--- src/rtl/trellis_dac_pkg.sv ---
`default_nettype none
// ============================================================================
// Package : trellis_dac_pkg
// Purpose : Shared constants and types for the trellis DAC test-output mux:
//           CTRL register field positions/widths, sticky saturation bit index,
//           per-channel bus address stride, and a CTRL readback packer.
// Ports   : none (package)
// Rev     : 1.0  initial release
// ============================================================================
package trellis_dac_pkg;

  localparam int BUS_W       = 32;
  localparam int SEL_LSB     = 0;
  localparam int SEL_W       = 4;
  localparam int SHIFT_LSB   = 4;
  localparam int SHIFT_W     = 3;
  localparam int DECIM_LSB   = 8;
  localparam int DECIM_W     = 8;
  localparam int FREEZE_BIT  = 16;
  localparam int EN_BIT      = 17;
  localparam int SAT_BIT     = 24;
  localparam int CHAN_STRIDE = 4;

  typedef struct packed {
    logic               en;
    logic               freeze;
    logic [DECIM_W-1:0] decim;
    logic [SHIFT_W-1:0] shift;
    logic [SEL_W-1:0]   sel;
  } ctrl_t;

  // Place the CTRL fields and the sticky bit at their bus positions.
  function automatic logic [BUS_W-1:0] pack_ctrl(input ctrl_t c, input logic sat);
    logic [BUS_W-1:0] r;
    r = '0;
    r[SEL_LSB +: SEL_W]     = c.sel;
    r[SHIFT_LSB +: SHIFT_W] = c.shift;
    r[DECIM_LSB +: DECIM_W] = c.decim;
    r[FREEZE_BIT]           = c.freeze;
    r[EN_BIT]               = c.en;
    r[SAT_BIT]              = sat;
    return r;
  endfunction

endpackage
`default_nettype wire

--- src/rtl/trellis_dac_chan.sv ---
`default_nettype none
// ============================================================================
// Module  : trellis_dac_chan
// Purpose : One DAC output channel: source select, strobe decimation counter,
//           2-stage pipeline (capture, then gain shift with saturation),
//           CTRL register with sticky W1C saturation flag.
// Ports   : clk, reset (async active-low)
//           src_data/src_en  all source samples and strobes
//           wr[3:0]          byte-lane writes already qualified by address hit
//           din              bus write data
//           ctrl_rd          CTRL readback value
//           dac_data/dac_sync channel output sample and update strobe
// Rev     : 1.0  initial release
// ============================================================================
module trellis_dac_chan
  import trellis_dac_pkg::*;
#(
  parameter int NUM_SRC     = 4,
  parameter int DATA_W      = 18,
  parameter int DEFAULT_SRC = 2
) (
  input  logic                      clk,
  input  logic                      reset,
  input  logic [NUM_SRC*DATA_W-1:0] src_data,
  input  logic [NUM_SRC-1:0]        src_en,
  input  logic [3:0]                wr,
  input  logic [BUS_W-1:0]          din,
  output logic [BUS_W-1:0]          ctrl_rd,
  output logic [DATA_W-1:0]         dac_data,
  output logic                      dac_sync
);

  localparam logic [SEL_W-1:0] DEFAULT_SEL = SEL_W'(DEFAULT_SRC);
  localparam logic [SEL_W:0]   SRC_LIMIT   = NUM_SRC[SEL_W:0];
  // Wide enough to hold the largest shift without losing sign information.
  localparam int EXT_W = DATA_W + (1 << SHIFT_W) - 1;

  ctrl_t               ctrl;
  logic                sat;
  logic [DECIM_W-1:0]  count;
  logic [SEL_W-1:0]    eff_sel;
  logic                strobe;
  logic [DATA_W-1:0]   sample;
  logic                cnt_clr;
  logic                take;
  logic                s1_valid;
  logic [DATA_W-1:0]   s1_data;
  logic [EXT_W-1:0]    ext;
  logic [DATA_W-1:0]   gained;
  logic                gain_sat;
  logic                sat_set;
  logic                unused_din;

  assign unused_din = ^{din[7], din[23:18], din[31:25]};

  // Out-of-range selects fall back to the default source.
  assign eff_sel = ({1'b0, ctrl.sel} < SRC_LIMIT) ? ctrl.sel : DEFAULT_SEL;

  always_comb begin
    strobe = 1'b0;
    sample = '0;
    for (int k = 0; k < NUM_SRC; k++) begin
      if (eff_sel == SEL_W'(k)) begin
        strobe = src_en[k];
        sample = src_data[k*DATA_W +: DATA_W];
      end
    end
  end

  // A sel/decim write restarts decimation and swallows a coincident strobe.
  assign cnt_clr = wr[0] | wr[1];
  assign take    = ctrl.en & ~ctrl.freeze & ~cnt_clr & strobe & (count == ctrl.decim);

  always_ff @(posedge clk or negedge reset) begin
    if (!reset) begin
      count <= '0;
    end else if (!ctrl.en || cnt_clr) begin
      count <= '0;
    end else if (!ctrl.freeze && strobe) begin
      count <= (count == ctrl.decim) ? '0 : count + 1'b1;
    end
  end

  // Gain: sign-extend, shift, and check that all bits above the output
  // sign bit agree; otherwise clamp toward the sign of the input.
  always_comb begin
    ext      = {{(EXT_W-DATA_W){s1_data[DATA_W-1]}}, s1_data} << ctrl.shift;
    gain_sat = ~((&ext[EXT_W-1:DATA_W-1]) | ~(|ext[EXT_W-1:DATA_W-1]));
    if (!gain_sat)
      gained = ext[DATA_W-1:0];
    else if (s1_data[DATA_W-1])
      gained = {1'b1, {(DATA_W-1){1'b0}}};
    else
      gained = {1'b0, {(DATA_W-1){1'b1}}};
  end

  assign sat_set = ctrl.en & ~ctrl.freeze & s1_valid & gain_sat;

  always_ff @(posedge clk or negedge reset) begin
    if (!reset) begin
      s1_valid <= 1'b0;
      s1_data  <= '0;
      dac_data <= '0;
      dac_sync <= 1'b0;
    end else if (!ctrl.en) begin
      s1_valid <= 1'b0;
      dac_data <= '0;
      dac_sync <= 1'b0;
    end else begin
      s1_valid <= take;
      if (take) s1_data <= sample;
      if (ctrl.freeze) begin
        dac_sync <= 1'b0;
      end else if (s1_valid) begin
        dac_data <= gained;
        dac_sync <= 1'b1;
      end else begin
        dac_sync <= 1'b0;
      end
    end
  end

  always_ff @(posedge clk or negedge reset) begin
    if (!reset) begin
      ctrl.sel    <= DEFAULT_SEL;
      ctrl.shift  <= '0;
      ctrl.decim  <= '0;
      ctrl.freeze <= 1'b0;
      ctrl.en     <= 1'b1;
      sat         <= 1'b0;
    end else begin
      if (wr[0]) begin
        ctrl.sel   <= din[SEL_LSB +: SEL_W];
        ctrl.shift <= din[SHIFT_LSB +: SHIFT_W];
      end
      if (wr[1]) ctrl.decim <= din[DECIM_LSB +: DECIM_W];
      if (wr[2]) begin
        ctrl.freeze <= din[FREEZE_BIT];
        ctrl.en     <= din[EN_BIT];
      end
      // A new saturation event outranks a simultaneous clear.
      if (sat_set)
        sat <= 1'b1;
      else if (wr[3] && din[SAT_BIT])
        sat <= 1'b0;
    end
  end

  assign ctrl_rd = pack_ctrl(ctrl, sat);

endmodule
`default_nettype wire

--- src/rtl/trellis_dac_mux.sv ---
`default_nettype none
// ============================================================================
// Module  : trellis_dac_mux
// Purpose : DAC test-output mux. Routes any of NUM_SRC strobed sources to each
//           of NUM_DACS channels with per-channel select, gain shift,
//           decimation, freeze and enable, programmed over the uP bus.
// Ports   : clk, reset (async active-low)
//           srcData/srcEn    source samples and 1-clk strobes
//           wr0..wr3         byte write enables for din bytes 0..3
//           addr/din/dout    bus address, write data, combinational readback
//           dacData/dacSync  per-channel samples and update strobes
// Rev     : 1.0  initial release
// ============================================================================
module trellis_dac_mux
  import trellis_dac_pkg::*;
#(
  parameter int         NUM_DACS    = 3,
  parameter int         NUM_SRC     = 4,
  parameter int         DATA_W      = 18,
  parameter int         DEFAULT_SRC = 2,
  parameter logic [11:0] ADDR_BASE  = 12'h0
) (
  input  logic                       clk,
  input  logic                       reset,
  input  logic [NUM_SRC*DATA_W-1:0]  srcData,
  input  logic [NUM_SRC-1:0]         srcEn,
  input  logic                       wr0,
  input  logic                       wr1,
  input  logic                       wr2,
  input  logic                       wr3,
  input  logic [11:0]                addr,
  input  logic [BUS_W-1:0]           din,
  output logic [BUS_W-1:0]           dout,
  output logic [NUM_DACS*DATA_W-1:0] dacData,
  output logic [NUM_DACS-1:0]        dacSync
);

  logic [NUM_DACS-1:0] hit;
  logic [BUS_W-1:0]    rd [NUM_DACS];

  for (genvar c = 0; c < NUM_DACS; c++) begin : g_chan
    logic [3:0] lane_wr;

    assign hit[c]  = (addr == ADDR_BASE + 12'(c * CHAN_STRIDE));
    assign lane_wr = {wr3, wr2, wr1, wr0} & {4{hit[c]}};

    trellis_dac_chan #(
      .NUM_SRC    (NUM_SRC),
      .DATA_W     (DATA_W),
      .DEFAULT_SRC(DEFAULT_SRC)
    ) u_chan (
      .clk     (clk),
      .reset   (reset),
      .src_data(srcData),
      .src_en  (srcEn),
      .wr      (lane_wr),
      .din     (din),
      .ctrl_rd (rd[c]),
      .dac_data(dacData[c*DATA_W +: DATA_W]),
      .dac_sync(dacSync[c])
    );
  end

  always_comb begin
    dout = '0;
    for (int c = 0; c < NUM_DACS; c++) begin
      dout = dout | (rd[c] & {BUS_W{hit[c]}});
    end
  end

endmodule
`default_nettype wire

--- config.mk ---
export PLATFORM = sky130hd
export DESIGN_NAME = trellis_dac_mux
export DESIGN_NICKNAME = d
export VERILOG_FILES = /design/src/rtl/trellis_dac_pkg.sv /design/src/rtl/trellis_dac_chan.sv /design/src/rtl/trellis_dac_mux.sv
export SDC_FILE = /design/constraint.sdc
export NUM_CORES = 1
export LEC_CHECK = 0
export BUFFER_PORTS_ARGS = -buffer_cell sky130_fd_sc_hd__buf_2
export CORE_UTILIZATION = 38
export DETAILED_ROUTE_END_ITERATION = 16
export HOLD_SLACK_MARGIN = 0.15
export SYNTH_ARGS = -nofsm -noshare
export SYNTH_HDL_FRONTEND = slang
export SYNTH_SLANG_ARGS = --single-unit
--- constraint.sdc ---
create_clock -name clk -period 3.2 [get_ports clk]
set_clock_uncertainty 0.2 [all_clocks]
set_input_delay 0.64 -clock clk [delete_from_list [all_inputs] [get_ports clk]]
set_output_delay 0.64 -clock clk [all_outputs]
set_load 0.03 [all_outputs]
; After elaboration in Yosys (flattened, before gate mapping)
; Cells that the tools add are included.
[totals]
ramBits = 0
romBits = 0
reg_bits = 192
latchBits = 0
input_bits = 126
n_memories = 0
[op_classes]
mux = 69
div = 0
bitwise = 44
n_lt_le_gt_ge = 3
n_reduce_logical = 37
n_shift = 3
n_mul = 0
n_addsub = 3
eq_ne = 20
[ops]
columns = operator, n
row1 = $mux W18, 27
row2 = $and A25 B32 Y32, 3
row3 = $shl A25 B3 Y25, 3
row4 = $mux W8, 9
row5 = $or A32 B32 Y32, 2
row6 = $mux W1, 30
row7 = $add A8 B1 Y8 const B, 3
row8 = $eq A4 B2 Y1 const B, 6
row9 = $eq A8 B8 Y1, 3
row10 = $reduce_and A8 Y1, 3
row11 = $reduce_or A8 Y1, 3
row12 = $and A1 B1 Y1, 18
row13 = $and A4 B4 Y4, 3
row14 = $eq A12 B3 Y1 const B, 1
row15 = $eq A12 B4 Y1 const B, 1
row16 = $eq A4 B1 Y1 const B, 3
row17 = $logic_not A12 Y1, 1
row18 = $logic_not A4 Y1, 3
row19 = $lt A4 B3 Y1 const B, 3
row20 = $mux W4, 3
row21 = $ne A2 B2 Y1 const B, 6
row22 = $not A1 Y1, 12
row23 = $reduce_and A2 Y1, 6
row24 = $reduce_bool A2 Y1, 6
row25 = other kinds (4), 21

; Logic depth before layout (Yosys ltp)
; Gate-level depths: netlist (run 1).
[depth]
ltp_word = 10
mapped_depth = 9
depth_no_buf = 6

; Modules after synthesis
; From an unflattened synthesis (run 1), not the netlist that was laid out.
[unflattened]
hier_cells = 1479
area_unflattened_um2 = 13658.1
[modules_own_cells]
columns = module, seq_area_each_um2, cells_per_inst, area_each_um2, n_inst
row1 = trellis_dac_chan at g_chan[1].u_chan ..., 1604.0, 440, 4151.5, 2
row2 = trellis_dac_chan at g_chan[0].u_chan, 1604.0, 436, 4169.0, 1
row3 = trellis_dac_mux, 0.0, 163, 1186.1, 1

; Least setup slack after synthesis (run 1)
; OpenSTA, ideal clock, no wires.
[synth_timing]
path_kind = input-to-output
from = input addr[9]
to = output dout[10]
required_time_ns = 2.360
setup_slack_ns = 0.051
arrival_ns = 2.309
cell_stages = 7
cell_sequence = nor4_4 and4_1 clkbuf_1 clkbuf_1 buf_1 nand2_1 o21ai_0
[synth_between]
elab_chain_len = 4
word_cells_on_any_way = 8
[synth_rtl]
columns = element, line_no
row1 = start: declaration, trellis_dac_mux.sv:31  ; input logic [11:0] addr,
row2 = $eq A12 B3 Y1 or $logic_not A12 Y1 (tied branches), trellis_dac_mux.sv:44  ; assign hit[c] = (addr == ADDR_BASE + 12'(c * CHAN_STRIDE));
row3 = $and A25 B32 Y32, trellis_dac_mux.sv:67  ; dout = dout | (rd[c] & {BUS_W{hit[c]}});
row4 = $or A32 B32 Y32, trellis_dac_mux.sv:67
row5 = $or A32 B32 Y32 *, trellis_dac_mux.sv:67
row6 = end: declaration, trellis_dac_mux.sv:33  ; output logic [BUS_W-1:0] dout,
; Mark *: on every way between the ends. The rest lies on a longest branch, timed or not.

; Final worst setup path (run 1)
[layout_timing]
from = register g_chan[0].u_chan.ctrl, in the netlist g_chan[0].u_chan.ctrl_rd[4]
to = output dout[4]
[layout_between]
elab_chain_len = 3
[layout_rtl]
columns = element, line_no
row1 = start: declaration, trellis_dac_chan.sv:38  ; ctrl_t ctrl;
row2 = $and A25 B32 Y32, trellis_dac_mux.sv:67
row3 = $or A32 B32 Y32 (2 in series), trellis_dac_mux.sv:67
; No other way between the ends.

==> results of run 1 <==
==> layout make-up <==
| class | count | area, um2 |
|---|---|---|
| multi-input cells | 1009 | 7120 |
| diodes | 5 | 12.5 |
| flip-flops and latches | 192 | 4810 |
| clock buffers | 17 | 425 |
| fillers | 3152 | 17900 |
| clock inverters | 15 | 201 |
| repair buffers | 231 | 1360 |
| well taps | 442 | 553 |
| inverters | 23 | 86.3 |
==> stage by stage <==
| step | utilization, % | area (um2) | total power [mW] | instances | setup slack, ns |
|---|---|---|---|---|---|
| 2_1_floorplan | - | 12600 | 2.78 | 1332 | 0.0510 |
| 3_3_place_gp | 42.9 | 13900 | 3.02 | 1896 | 0.300 |
| 3_5_place_dp | 42.9 | 13900 | 3.02 | 1896 | 0.310 |
| 4_1_cts | 44.8 | 14500 | 5.30 | 1929 | 0.127 |
| 5_1_grt | 44.8 | 14600 | 5.44 | 1930 | 0.00839 |
| 6_report | 44.9 | 14600 | 5.25 | 1934 | 0.106 |
==> report_power, final <==
part           switching, mW  internal [mW]  leakage (nW)
Combinational          0.309          0.186          3.74
Clock                   1.18           1.09         0.301
Sequential            0.0353           2.45          2.64
==> kinds of logic after synthesis <==
family / after synthesis / synth area share [%]
AOI/OAI and AO/OA: 382 / 21.6
xor gates and xnor gates: 31 / 2.17
adders and majority gates: 3 / 0.300
buffers and inverters: 131 / 5.19
DFF: 192 / 38.4
muxes: 214 / 18.8
other: 1 / 0.0300
and+or+nand+nor: 365 / 13.5
==> layer usage <==
layer  vias up  GRT usage, %
met5         -             0
met1      5379          31.8
li1       5158             -
met3        55          4.34
met4         8          6.63
met2       360          37.4
==> what timing repair did <==
item                       4_1_cts  5_1_grt
setup endpoints to repair        0        0
hold endpoints to repair        60        0
hold buffers                     1        0
==> state kept, by name, indices dropped and copies added, names as in the netlist <==
name	cells
g_chan.u_chan.count	24
g_chan.u_chan.ctrl_rd	51
g_chan.u_chan.dac_data	54
g_chan.u_chan.dac_sync	3
g_chan.u_chan.s1_data	54
g_chan.u_chan.s1_valid	3
g_chan.u_chan.sat	3
==> cells in the final DEF (no fill, tap or decap), drive strengths merged, types with 6 or more instances in the layout <==
master	count
or3	9
o22ai	17
o31ai	7
inv	29
clkinv	9
a22o	17
xnor2	18
and2	10
a21oi	54
nor4	7
o211ai	8
nand4	9
conb	14
dfrtp	186
a222oi	20
nand3	20
o221ai	8
nand2b	7
a21boi	6
and3	11
nand2	195
a211oi	9
dfstp	6
mux2	115
a221oi	7
a221o	25
clkbuf	18
a22oi	17
mux2i	95
nor2b	11
o21a	6
nor2	71
xor2	13
buf	229
o21ai	150
==> how the worst max path moves through the flow <==
| stage | startpoint | end | cells after the start |
|---|---|---|---|
| after floorplan | addr[9] | dout[10] | 7 |
| after global placement | addr[9] | dout[1] | 8 |
| after detailed placement | addr[1] | dout[5] | 7 |
| after CTS | g_chan[0].u_chan.ctrl_rd[4] | dout[4] | 4 |
| after global routing | g_chan[0].u_chan.ctrl_rd[4] | dout[4] | 4 |
| final | g_chan[0].u_chan.ctrl_rd[4] | dout[4] | 4 |
==> flow_summary.toml, run 1 <==
[floorplan]
ioPinCount = 215
initial_core_util_pct = 38.6
die_w_um = 183
core_um2 = 32500
rows = 66
dieArea_um2 = 33700
fp.dieH_um = 183

[logic_synthesis]
synthCells = 1319
synth_warnings = 0
synth.distinct_cells = 90
yosys.area.top_type = "dfrtp_1"
yosysMostFrequentCell = "nand2_1"
dominantRegCellSynth = "dfrtp_1"
synthTopCellsByCount = "nand2_1 (195), dfrtp_1 (186), o21ai_0 (118)"
ys_ff_latch = 192
synth.top_cells.by_area = "dfrtp_1 (37%), mux2_2 (9.1%), mux2i_1 (7.4%)"
synthArstFlopShare_pct = 100
avgSynthCellArea_um2 = 9.49
netlist_area_um2 = 12500
ys_seq_area_share_pct = 38.4
synth.top_cell.area_share_pct = 37.2
synth_edf_count = 0

[global_routing]
antenna_found_initial = 8
grt_max_degree = 67
grtUsageTotal_pct = 23.3
grt-ovfl-total = 0
first_global_vias = 10500
grt_pass1_wl_um = 60800

[route]
drt-initial-drc-count = 1106
dr.max_layer_used = "met5"
drcViolationCount = 0
dr_total_vias = 11000
wl_met1_um = 17600
wl_per_cell_um = 20.0
wirelength_um = 38700
route.met3.wl_um = 2430
ant_nets = 0
drtPass1Iterations = 6
route.met2.wl_um = 17800
viasPerCell = 5.67

[worst_setup_path]
crit_path_end_kind = "output port"
r2r_end = "g_chan[0].u_chan.sat"
r2r_start = "g_chan[0].u_chan.ctrl_rd[4]"
max_stage_delay_ns = 0.77
ff2ff_path_depth = 6
slowest_stage = "dfrtp_1"
path_delay_family = "flip-flops"
cp.required_ns = 2.36
crit_path_start_kind = "register"
r2r_slack_ns = 0.46
cp.buffers_inverters = 2
cp_max_fo = 20
cp_cell_sequence = "buf_4 > mux2i_1 > o21ai_0 > buf_2"
arrival_ns = 2.25
path_class = "reg -> out"

[timing]
worstMarginPinSlew_ns = 0.870
maxSlewHeadroom_pct = 41.6
holdWs_ns = 0.251
slew_violations = 0
finalSetupViolations = 0
post-route-period-util_pct = 96.7
tns_ns = 0
fmax_ghz = 0.323
timing_hold_violations_final = 0
rsz0062_at_grt = "false"
post-route-min-period_ns = 3.09

[clocking]
cts_tree = "yes"
clk_latency_ns = 0.45
numCtsBuffers = 17
htree_levels = 4
cts_buffer_depth = 2
cts_root_buffer = "clkbuf_16"
cts_resized = 0
clk_pin_slew_ns = 0.09
clkSinkCount = 192
post-cts-setup-buffers = 0

[place]
place_congestion = 0.921
hpwl_um = 28900
io_buffers = 186

[min_path]
hold_start = "din[13]"
min_path_cells = 2
holdPathEnd = "g_chan[2].u_chan.ctrl_rd[13]"
hold_class = "in -> reg"

[job]
cap_viol_max_count = 0

[outcome]
status = "finished clean"

[power_and_ir_drop]
pwr_density_cell_nw_per_um2 = 360
peakVddDrop_v = 0.000395
power_leakage_nw = 6.68

[finish]
num-nets-final = 1603
syn_to_final_growth_pct = 16.3
drive_gt1_share_pct = 28.2
Note: power is estimated with default switching activity, not from simulation.
==> inputs of run 2 (changes only) <==
--- a/config.mk
+++ b/config.mk
@@ -5,6 +5,7 @@
 export SDC_FILE = /design/constraint.sdc
 export NUM_CORES = 1
 export LEC_CHECK = 0
+export ABC_AREA = 1
 export BUFFER_PORTS_ARGS = -buffer_cell sky130_fd_sc_hd__buf_2
 export CORE_UTILIZATION = 38
 export DETAILED_ROUTE_END_ITERATION = 16
==> run 2 against run 1 <==
Against the previous run:
- count of clock-buffer cells in the layout increased by 1
- worst setup slack improved by 0.18 ns
- power decreased by 1.8%
- highest routed layer unchanged
==> flow_summary.toml, run 2 <==
[finish]
final_common_cell = "nand2_1"
num-nets-final = 2109
drive_gt1_share_pct = 17.9
finish.utilization_pct = 44.2
syn_to_final_growth_pct = 14.5
final_cell_mix = "nand2_1 (727), dfrtp_1 (186), buf_2 (185)"
final_area_um2 = 14400
stdcell_count = 2437
fillCellCount = 3426

[floorplan]
initial_core_util_pct = 38.6
core_um2 = 32600
die_w_um = 184
ioPinCount = 215
rows = 66
fp.dieH_um = 184
dieArea_um2 = 33900

[timing]
tns_ns = 0
holdWs_ns = 0.198
finalSetupViolations = 0
timing_hold_violations_final = 0
slew_violations = 0
worstMarginPinSlew_ns = 0.638
fmax_ghz = 0.343
post-route-min-period_ns = 2.92
rsz0062_at_grt = "false"
maxSlewHeadroom_pct = 57.2
worst_slack_ns = 0.284
post-route-period-util_pct = 91.1

[logic_synthesis]
synth.top_cells.by_area = "dfrtp_1 (37%), nand2_1 (22%), nand3_1 (6.6%)"
synthCells = 1823
dominantRegCellSynth = "dfrtp_1"
yosysMostFrequentCell = "nand2_1"
synth_warnings = 0
synth.distinct_cells = 52
synth_edf_count = 0
synthArstFlopShare_pct = 100
avgSynthCellArea_um2 = 6.91
yosys.area.top_type = "dfrtp_1"
netlist_area_um2 = 12600
ys_ff_latch = 192
ys_seq_area_share_pct = 38.2
synthTopCellsByCount = "nand2_1 (727), dfrtp_1 (186), nand3_1 (165)"
synth.top_cell.area_share_pct = 36.9

[worst_setup_path]
crit_path_start_kind = "input port"
r2r_slack_ns = 0.53
cp_max_fo = 14
ff2ff_path_depth = 7
crit_path_end_kind = "output port"
cp.required_ns = 2.36
r2r_end = "g_chan[2].u_chan.s1_data[7]"
r2r_start = "g_chan[2].u_chan.ctrl_rd[1]"
path_class = "in -> out"
arrival_ns = 2.08

[place]
placed_area_um2 = 13900
place_ws_ns = 0.307
io_buffers = 186
place_congestion = 0.943
dp_cells = 2402
hpwl_um = 30500

[clocking]
htree_levels = 4
cts_root_buffer = "clkbuf_16"
cts_resized = 0
cts_tree = "yes"
clkSinkCount = 192
postCtsHoldBufs = 1
clk_pin_slew_ns = 0.08
numCtsBuffers = 17
post-cts-setup-buffers = 0
clk_latency_ns = 0.46
cts_buffer_depth = 2

[min_path]
hold_class = "in -> reg"
min_path_cells = 3
holdPathEnd = "g_chan[1].u_chan.ctrl_rd[0]"
hold_start = "din[0]"

[global_routing]
grt-ovfl-total = 0
grt_max_degree = 69
antenna_found_initial = 3
first_global_vias = 11800
grtUsageTotal_pct = 24.2
grt_pass1_wl_um = 63500

[route]
dr_total_vias = 12600
drtPass1Iterations = 7
wl_per_cell_um = 16.4
drt-initial-drc-count = 1034
viasPerCell = 5.17
drcViolationCount = 0
ant_nets = 0
wirelength_um = 39800

[job]
cap_viol_max_count = 0

[power_and_ir_drop]
power_leakage_nw = 7.54
finalPower_mw = 5.15
peakVddDrop_v = 0.000399
pwr_density_cell_nw_per_um2 = 357

[outcome]
status = "finished clean"
==> run 2: cell count changes in the layout (fill, tap and decap cells not counted), sizes merged, moves of 35 or more <==
| cell | previous run | this run |
|---|---|---|
| inv | 29 | 157 |
| mux2i | 95 | 13 |
| nand3 | 20 | 177 |
| nand2 | 195 | 749 |
| mux2 | 115 | 0 |
| o21ai | 150 | 185 |
==> run 2: worst max path at each step <==
stage / to / cells past startpoint / from
2_1_floorplan: dout[10] / 7 / addr[11]
3_3_place_gp: dout[15] / 9 / addr[1]
3_5_place_dp: dout[0] / 7 / addr[1]
4_1_cts: dout[15] / 9 / addr[1]
5_1_grt: dout[14] / 9 / addr[5]
6_report: dout[0] / 7 / addr[1]
==> run 2: cell families after synthesis <==
group | after synthesis | synth area share, %
compound gates | 302 | 14.0
xor+xnor | 24 | 1.67
fa+ha+maj | 3 | 0.298
buf+inv | 254 | 9.25
flops | 192 | 38.2
mux | 13 | 1.03
other cells | 1 | 0.0298
simple gates | 1034 | 35.5
==> run 2: final cells by class <==
type,count,area [um2],share of cell area (%)
clock inverter,14,123,0.850
sequential,192,4810,33.3
clock buffer,18,439,3.04
tap,442,553,3.83
inverter,155,582,4.03
timing repair buffer,224,1240,8.59
multi-input combinational,1390,6680,46.3
antenna,2,5.00,0.0347
==> run 2: report_power, final <==
part           internal [mW]  leakage, nW  switching [mW]
registers               2.45         2.62          0.0269
logic                  0.176         4.63           0.362
clock network           1.05        0.282            1.09
total                   3.67         7.54            1.48
==> run 2: per-layer routing <==
metal / GRT usage, % / vias to the layer above / routed length (um)
met5: 0 / - / 20
met4: 7.43 / 4 / 883
met3: 4.41 / 61 / 2440
met2: 38.9 / 412 / 18400
met1: 32.9 / 5899 / 18100
li1: - / 6219 / -
==> run 2: worst max-delay path, stage by stage <==
cell and delay (ns):
buf_2 0.10, nor2_2 0.15, nand2_2 0.09, nor2_1 0.12, nand2_2 0.23, o221ai_1 0.45, buf_2 0.28
